[config.mk]
export PLATFORM = sky130hd
export DESIGN_NAME = periph_bus_arbiter
export DESIGN_NICKNAME = d
export VERILOG_FILES = /design/src/rtl/periph_bus_arbiter.sv
export SDC_FILE = /design/constraint.sdc
export NUM_CORES = 1
export LEC_CHECK = 0
export BUFFER_PORTS_ARGS = -buffer_cell sky130_fd_sc_hd__buf_2
export CELL_PAD_IN_SITES_DETAIL_PLACEMENT = 2
export CELL_PAD_IN_SITES_GLOBAL_PLACEMENT = 2
export CORE_MARGIN = 5
export CORE_UTILIZATION = 27
export DETAILED_ROUTE_END_ITERATION = 12
export PLACE_DENSITY_LB_ADDON = 0.1
export SLEW_MARGIN = 40
export SYNTH_ARGS = -nofsm -noshare
export SYNTH_HDL_FRONTEND = slang
export SYNTH_SLANG_ARGS = --single-unit
[constraint.sdc]
create_clock -name clk -period 4.06 [get_ports clk]
set_input_delay 0.203 -clock clk [delete_from_list [all_inputs] [get_ports clk]]
set_output_delay 0.203 -clock clk [all_outputs]
set_load 0.02 [all_outputs]
[src/rtl/periph_bus_arbiter.sv]
// Two-master arbiter in front of the peripheral register block: grants one
// Wishbone-classic master at a time and issues single-cycle RD/WR strobes.
`ifndef MM_REG_ADDR_BITS
`define MM_REG_ADDR_BITS 8
`endif

module periph_bus_arbiter #(
    parameter int ADDR_BITS      = `MM_REG_ADDR_BITS,
    parameter int XLEN           = 32,
    parameter int TIMEOUT_CYCLES = 15,
    parameter int ROUND_ROBIN    = 1
) (
    input  logic                 clk,
    input  logic                 reset,
    input  logic                 m0_stb_i,
    input  logic                 m0_we_i,
    input  logic [XLEN/8-1:0]    m0_sel_i,
    input  logic [ADDR_BITS-1:0] m0_adr_i,
    input  logic [XLEN-1:0]      m0_dat_i,
    output logic [XLEN-1:0]      m0_dat_o,
    output logic                 m0_ack_o,
    output logic                 m0_err_o,
    input  logic                 m1_stb_i,
    input  logic                 m1_we_i,
    input  logic [XLEN/8-1:0]    m1_sel_i,
    input  logic [ADDR_BITS-1:0] m1_adr_i,
    input  logic [XLEN-1:0]      m1_dat_i,
    output logic [XLEN-1:0]      m1_dat_o,
    output logic                 m1_ack_o,
    output logic                 m1_err_o,
    output logic                 WB_RD_STB_O,
    output logic [ADDR_BITS-1:0] WB_RD_ADR_O,
    input  logic [XLEN-1:0]      WB_RD_DAT_I,
    input  logic                 WB_RD_ACK_I,
    output logic                 WB_WR_STB_O,
    output logic                 WB_WR_WE_O,
    output logic [XLEN/8-1:0]    WB_WR_SEL_O,
    output logic [ADDR_BITS-1:0] WB_WR_ADR_O,
    output logic [XLEN-1:0]      WB_WR_DAT_O,
    input  logic                 WB_WR_ACK_I,
    output logic                 busy,
    output logic                 owner
);

    localparam int CNT_W = $clog2(TIMEOUT_CYCLES + 1);

    localparam logic [1:0] ST_IDLE  = 2'd0;
    localparam logic [1:0] ST_ISSUE = 2'd1;
    localparam logic [1:0] ST_WAIT  = 2'd2;
    localparam logic [1:0] ST_RESP  = 2'd3;

    logic [1:0]           state_r;
    logic                 we_r;
    logic [CNT_W-1:0]     cnt_r;
    logic                 rr_ptr_r;

    logic                 grant_s;
    logic                 sel_we_s;
    logic [XLEN/8-1:0]    sel_sel_s;
    logic [ADDR_BITS-1:0] sel_adr_s;
    logic [XLEN-1:0]      sel_dat_s;
    logic                 match_ack_s;
    logic                 timeout_s;
    logic [XLEN-1:0]      resp_dat_s;
    logic                 resp_err_s;

    // Arbitration: a lone requester always wins; ties go to the pointer or to m0.
    always_comb begin
        grant_s = 1'b0;
        if (m0_stb_i && m1_stb_i) begin
            if (ROUND_ROBIN != 0) begin
                grant_s = rr_ptr_r;
            end else begin
                grant_s = 1'b0;
            end
        end else if (m1_stb_i) begin
            grant_s = 1'b1;
        end else begin
            grant_s = 1'b0;
        end
    end

    // Request fields of the master that wins this cycle.
    always_comb begin
        sel_we_s  = m0_we_i;
        sel_sel_s = m0_sel_i;
        sel_adr_s = m0_adr_i;
        sel_dat_s = m0_dat_i;
        if (grant_s) begin
            sel_we_s  = m1_we_i;
            sel_sel_s = m1_sel_i;
            sel_adr_s = m1_adr_i;
            sel_dat_s = m1_dat_i;
        end else begin
            sel_we_s  = m0_we_i;
            sel_sel_s = m0_sel_i;
            sel_adr_s = m0_adr_i;
            sel_dat_s = m0_dat_i;
        end
    end

    // Only the ack of the op type in flight counts; a timeout returns zero data.
    always_comb begin
        match_ack_s = we_r ? WB_WR_ACK_I : WB_RD_ACK_I;
        timeout_s   = (cnt_r == CNT_W'(TIMEOUT_CYCLES - 1));
        resp_err_s  = ~match_ack_s;
        if (match_ack_s && !we_r) begin
            resp_dat_s = WB_RD_DAT_I;
        end else begin
            resp_dat_s = {XLEN{1'b0}};
        end
    end

    // Sequencer and registered outputs; strobes and acks default low every cycle.
    always_ff @(posedge clk or posedge reset) begin
        if (reset) begin
            state_r     <= ST_IDLE;
            we_r        <= 1'b0;
            cnt_r       <= {CNT_W{1'b0}};
            rr_ptr_r    <= 1'b0;
            m0_dat_o    <= {XLEN{1'b0}};
            m0_ack_o    <= 1'b0;
            m0_err_o    <= 1'b0;
            m1_dat_o    <= {XLEN{1'b0}};
            m1_ack_o    <= 1'b0;
            m1_err_o    <= 1'b0;
            WB_RD_STB_O <= 1'b0;
            WB_RD_ADR_O <= {ADDR_BITS{1'b0}};
            WB_WR_STB_O <= 1'b0;
            WB_WR_WE_O  <= 1'b0;
            WB_WR_SEL_O <= {(XLEN/8){1'b0}};
            WB_WR_ADR_O <= {ADDR_BITS{1'b0}};
            WB_WR_DAT_O <= {XLEN{1'b0}};
            busy        <= 1'b0;
            owner       <= 1'b0;
        end else begin
            WB_RD_STB_O <= 1'b0;
            WB_WR_STB_O <= 1'b0;
            WB_WR_WE_O  <= 1'b0;
            m0_dat_o    <= {XLEN{1'b0}};
            m0_ack_o    <= 1'b0;
            m0_err_o    <= 1'b0;
            m1_dat_o    <= {XLEN{1'b0}};
            m1_ack_o    <= 1'b0;
            m1_err_o    <= 1'b0;
            case (state_r)
                ST_IDLE: begin
                    if (m0_stb_i || m1_stb_i) begin
                        owner       <= grant_s;
                        rr_ptr_r    <= ~grant_s;
                        we_r        <= sel_we_s;
                        WB_RD_ADR_O <= sel_adr_s;
                        WB_WR_ADR_O <= sel_adr_s;
                        WB_WR_SEL_O <= sel_sel_s;
                        WB_WR_DAT_O <= sel_dat_s;
                        WB_RD_STB_O <= ~sel_we_s;
                        WB_WR_STB_O <= sel_we_s;
                        WB_WR_WE_O  <= sel_we_s;
                        busy        <= 1'b1;
                        state_r     <= ST_ISSUE;
                    end else begin
                        busy        <= 1'b0;
                    end
                end
                ST_ISSUE: begin
                    state_r <= ST_WAIT;
                end
                ST_WAIT: begin
                    if (match_ack_s || timeout_s) begin
                        if (owner) begin
                            m1_ack_o <= 1'b1;
                            m1_dat_o <= resp_dat_s;
                            m1_err_o <= resp_err_s;
                        end else begin
                            m0_ack_o <= 1'b1;
                            m0_dat_o <= resp_dat_s;
                            m0_err_o <= resp_err_s;
                        end
                        state_r <= ST_RESP;
                    end else begin
                        cnt_r <= cnt_r + CNT_W'(1);
                    end
                end
                ST_RESP: begin
                    cnt_r   <= {CNT_W{1'b0}};
                    busy    <= 1'b0;
                    state_r <= ST_IDLE;
                end
                default: begin
                    cnt_r   <= {CNT_W{1'b0}};
                    busy    <= 1'b0;
                    state_r <= ST_IDLE;
                end
            endcase
        end
    end

endmodule

# Word-level counts from Yosys, hierarchy flattened
# Cells that the tools add are included.
dict set report op_classes {
  eq_ne 7
  muxes 37
  n_shift 0
  bitwise 3
  multipliers 0
  n_reduce_logical 11
  n_lt_le_gt_ge 0
  n_addsub 1
  n_div 0
}
# operator n
set ops {}
lappend ops {{32-bit 2-to-1 mux} 8}
lappend ops {{1-bit 2-to-1 mux} 21}
lappend ops {{4-bit 2-to-1 mux} 2}
lappend ops {{8-bit 2-to-1 mux} 1}
lappend ops {{2-bit case mux with 4 select lines} 1}
lappend ops {{4-bit case mux with 2 select lines} 1}
lappend ops {{2-bit != test (second input constant)} 3}
lappend ops {{2-bit AND reduction} 3}
lappend ops {{4-bit by 1-bit adder with 4-bit output (second input constant)} 1}
lappend ops {{2-bit equality test (second input constant)} 2}
lappend ops {{4-bit equality test (second input constant)} 1}
lappend ops {{2-bit 2-to-1 mux} 2}
lappend ops {{2-bit nonzero test} 2}
lappend ops {{1-bit inverter} 3}
lappend ops {{2-bit by 1-bit equality test with 1-bit output (second input constant)} 1}
lappend ops {{1-bit logical AND} 2}
lappend ops {{2-bit zero test} 1}
lappend ops {{1-bit logical OR} 2}
lappend ops {{1-bit case mux with 2 select lines} 1}
lappend ops {{1-bit zero test} 1}
dict set report totals {
  mem_count 0
  word_cells 76
  mem_bits_rw 0
  romBits 0
  output_inout_bits 125
  in_bits 128
  latchBits 0
  ff_bits 124
}

# Logic depth before layout (Yosys ltp)
dict set report logic_depth {
  ltp_word 6
  mapped_depth 7
  depth_no_buf 5
}

# Least setup slack after synthesis
# Ideal clock, no wire load.
dict set report synth_timing {
  path_kind {register to register}
  from {register state_r[0]}
  to {register WB_WR_DAT_O[10]}
  slack_ns 2.470
  synth_period_minus_slack_ns 1.590
  n_path_buf 2
  setup_time_ns 0.126
  required_time_ns 3.934
  arrival_ns 1.464
  stages_incl_launch_ff 8
  cell_sequence {dfrtp_1 -> inv_1 -> ha_1 -> o21ai_1 -> buf_2 -> clkbuf_1 -> and2_1 -> a221o_1}
}
dict set report synth_between {
  elab_chain_len 2
}
# element line_no
set synth_rtl {}
lappend synth_rtl {{start: declaration} 52} ;# logic [1:0] state_r;
lappend synth_rtl {{start signal: assignment} 117} ;# state_r <= ST_IDLE;
lappend synth_rtl {{start signal: assignment} 160} ;# state_r <= ST_ISSUE;
lappend synth_rtl {{start signal: assignment} 166} ;# state_r <= ST_WAIT;
lappend synth_rtl {{2-bit zero test} 146} ;# case (state_r)
lappend synth_rtl {{2-bit AND reduction (no source line)} n/a}
lappend synth_rtl {{end signal: assignment} 133} ;# WB_WR_DAT_O <= {XLEN{1'b0}};
lappend synth_rtl {{end signal: assignment} 155} ;# WB_WR_DAT_O <= sel_dat_s;
lappend synth_rtl {{end: declaration} 39} ;# output logic [XLEN-1:0] WB_WR_DAT_O,
# Every way passes these cells.
# A chain may end at the register's enable or synchronous reset.

# Worst setup path after layout
dict set report layout_timing {
  from {register state_r[0]}
  to {register WB_WR_DAT_O[22]}
}
# The elaborated chain is that of the path after synthesis.

==> results.sh <==
export IMPL_synthArstFlopShare_pct=100.0
export IMPL_design_area_mm2=0.007156
export IMPL_avgSynthCellArea_um2=13.11
export IMPL_clock_skew_ns=0.008704
export IMPL_syn_cell_area_mm2=0.004851
export IMPL_r2r_start="state_r[0]"
export IMPL_totalWireLength_um=16890
export IMPL_maxSlewViolCount=0
export IMPL_drtIter0Drc=99
export IMPL_path_class="reg2reg"
export IMPL_viasPerCell=4.620
export IMPL_synth_ff_type="dfrtp_1"
export IMPL_hold_violations=13
export IMPL_synth_top_area_share_pct=63.97
export IMPL_p_leak_nw=3.850
export IMPL_clkSinkCount=124
export IMPL_synth_area_leader_cell="dfrtp_1"
export IMPL_grt_pass1_wl_um=25570
export IMPL_required_ns=4.41
export IMPL_grt_pass1_vias=4545
export IMPL_status="complete, but fails checks"
export IMPL_synth_cell_types=42
export IMPL_postSynthCellCount=370
export IMPL_tritoncts="done"
export IMPL_die_w_um=144.0
export IMPL_startpoint="state_r[0]"
export IMPL_antenna_found_initial=3
export IMPL_overflow=0
export IMPL_reg2reg_depth=7
export IMPL_ys_seq_area_share_pct=63.97
export IMPL_layout_drive_gt1_share_pct=44.76
export IMPL_drc=0
export IMPL_worst_slew_pin_slew_ns=0.6674
export IMPL_final_antenna_net_count=0
export IMPL_finalNetCount=779
export IMPL_hold_path_class="in2async"
export IMPL_tns_ns=0
export IMPL_port_buffers=252
export IMPL_drv_cap=0
export IMPL_first_pass_iters=4
export IMPL_r2r_end="WB_WR_DAT_O[22]"
export IMPL_power_density_mw_per_mm2=686.9
export IMPL_io_pins=253
export IMPL_period_needed_ns=2.683
export IMPL_whs_ns=-0.006865
export IMPL_vdd_drop_max_mv=0.3110
export IMPL_rsz0062_at_grt="false"
export IMPL_final_period_utilization_pct=66.07
export IMPL_worstPathMaxFanout=26
export IMPL_violations="negative hold slack"
export IMPL_grt_start_max_net_pins=125
export IMPL_cts_buffers=17
export IMPL_die_area_mm2=0.02075
export IMPL_synth_area_leaders="dfrtp_1 64%, and2_1 14%, a221o_1 9.1%"
export IMPL_cp_end_kind="register"
export IMPL_finalSetupViolCount=0
export IMPL_crit_arrival_ns=3.03
export IMPL_dpl_cell_area_mm2=0.006281
export IMPL_clk_pin_slew_ns=0.06
export IMPL_dp_hpwl_um=12060
export IMPL_start_kind="register"
export IMPL_ctsLongestPathBuffers=2
export IMPL_synth_fp_nets=503
export IMPL_fmax_mhz=372.8
export IMPL_ff2ff_setup_slack_ns=1.38
export IMPL_ys_ff_latch=124
export IMPL_start_util_pct=27.19
export IMPL_area_growth_syn_to_layout_pct=47.51
export IMPL_place_gp_congestion=0.7520
export IMPL_synth_edf_count=0
export IMPL_cts_htree_levels=4
export IMPL_yosys_warnings=0
export IMPL_die_y_um=144.0
export IMPL_vias=4107
export IMPL_groute_usage_overall_pct=16.07
export IMPL_wl_per_cell_um=19.00
export IMPL_num_rows=49
export IMPL_core_area_mm2=0.01784
export IMPL_clock_latency_ns=0.41
export IMPL_maxSlewHeadroom_pct=55.51
export IMPL_cts_root_buffer="clkbuf_16"
## registers in the layout, summed over array words and instances (netlist names), 2 cells and up
name	flops
state_r	2
WB_WR_SEL_O	4
m0_dat_o	32
m1_dat_o	32
WB_WR_ADR_O	8
cnt_r	4
WB_WR_DAT_O	32
## area by class of cell
cell class,count,area (um^2)
well taps,229,286.5
diodes,1,2.502
flip-flops and latches,124,3103
fillers,1912,10690
clock inverters,12,115.1
repair buffers,288,1622
inverters,5,21.27
multi-input cells,210,1559
clock buffers,20,446.7
## logic make-up (layout without fill, tap and decap cells)
kind of cell / after synthesis / count (layout) / synth area share [%]
simple gates: 137 / 137 / 17.28
flops: 124 / 124 / 63.97
compound gates: 65 / 65 / 12.33
buf+inv: 36 / 325 / 4.385
fa+ha+maj: 5 / 5 / 1.290
mux: 3 / 3 / 0.7479
other cells: 0 / 1 / 0
## cell usage after synthesis (all sizes together) (2+ instances only)
master / instances
inv: 5
nor4: 2
clkbuf: 13
a21oi: 3
nand3: 3
o211ai: 4
nor2: 6
o21ai: 2
a221o: 44
nand2b: 5
and3: 4
mux2: 2
ha: 5
dfrtp: 124
nand2: 5
and2: 106
buf: 18
a21o: 2
## placed cells by master (no fill, tap or decap), types with 2 or more instances in the layout
master	count
nand3_1	3
clkinv_2	2
ha_1	5
dlygate4sd3_1	31
nor4_1	2
nor2_1	6
clkbuf_16	17
clkbuf_1	2
buf_2	252
a21oi_1	2
o211ai_1	4
and3_1	2
clkinvlp_4	3
a21o_1	2
inv_6	3
inv_1	4
clkinv_4	3
nand2b_1	5
a221o_1	44
buf_4	4
nand2_1	5
and2_1	106
dfrtp_1	124
## worst max-delay path, cell delays in order (launching register included)
cell           delay (ns)
dfrtp_1              0.41
inv_1                0.10
ha_1                 0.33
nand2_1              0.15
a21oi_4              0.49
buf_4                0.41
a221o_1              0.19
dlygate4sd3_1        0.53
## how the worst max path moves through the flow
| stage | endpoint | slack, ns | depth (start not counted) |
|---|---|---|---|
| after detailed placement | WB_WR_DAT_O[30] | 1.93 | 6 |
| after global placement | WB_WR_ADR_O[0] | 2.05 | 6 |
| final | WB_WR_DAT_O[22] | 1.38 | 7 |
| after floorplan | WB_RD_STB_O | 0.56 | 1 |
| after global routing | WB_WR_DAT_O[22] | 1.24 | 7 |
| after CTS | WB_WR_DAT_O[22] | 1.35 | 7 |
## timing repair
item / in CTS / in global routing
hold buffers: 31 / 0
gates resized for setup: 0 / 0
buffers inserted: 0 / 0
endpoints found under the hold margin: 40 / 0
## stage by stage
| step | setup slack [ns] | utilization [%] | cells | hold WS, ns | total power, mW |
|---|---|---|---|---|---|
| 2_1_floorplan | 0.5578 | - | 370 | 0.3316 | 2.907 |
| 3_3_place_gp | 2.051 | 35.14 | 825 | 0.4185 | 3.432 |
| 3_5_place_dp | 1.928 | 35.21 | 825 | 0.4258 | 3.500 |
| 4_1_cts | 1.352 | 40.09 | 888 | 0.0004210 | 5.020 |
| 5_1_grt | 1.241 | 40.09 | 888 | 0.001535 | 5.229 |
| 6_report | 1.377 | 40.11 | 889 | -0.006865 | 4.915 |
## layer usage
metal	vias up	part of all wire (%)	GRT usage [%]
met3	28	12	7.474
met1	2049	39	18.88
li1	1843	-	-
met5	-	0.16	0
met4	4	1.8	5.550
met2	183	48	26.02
## power breakdown
part | switching [mW] | total, mW | internal (mW)
logic | 1.03 | 1.75 | 0.724
clock network | 0.566 | 1.43 | 0.863
registers | 0.191 | 1.73 | 1.54
Note: power is estimated with default switching activity, not from simulation.
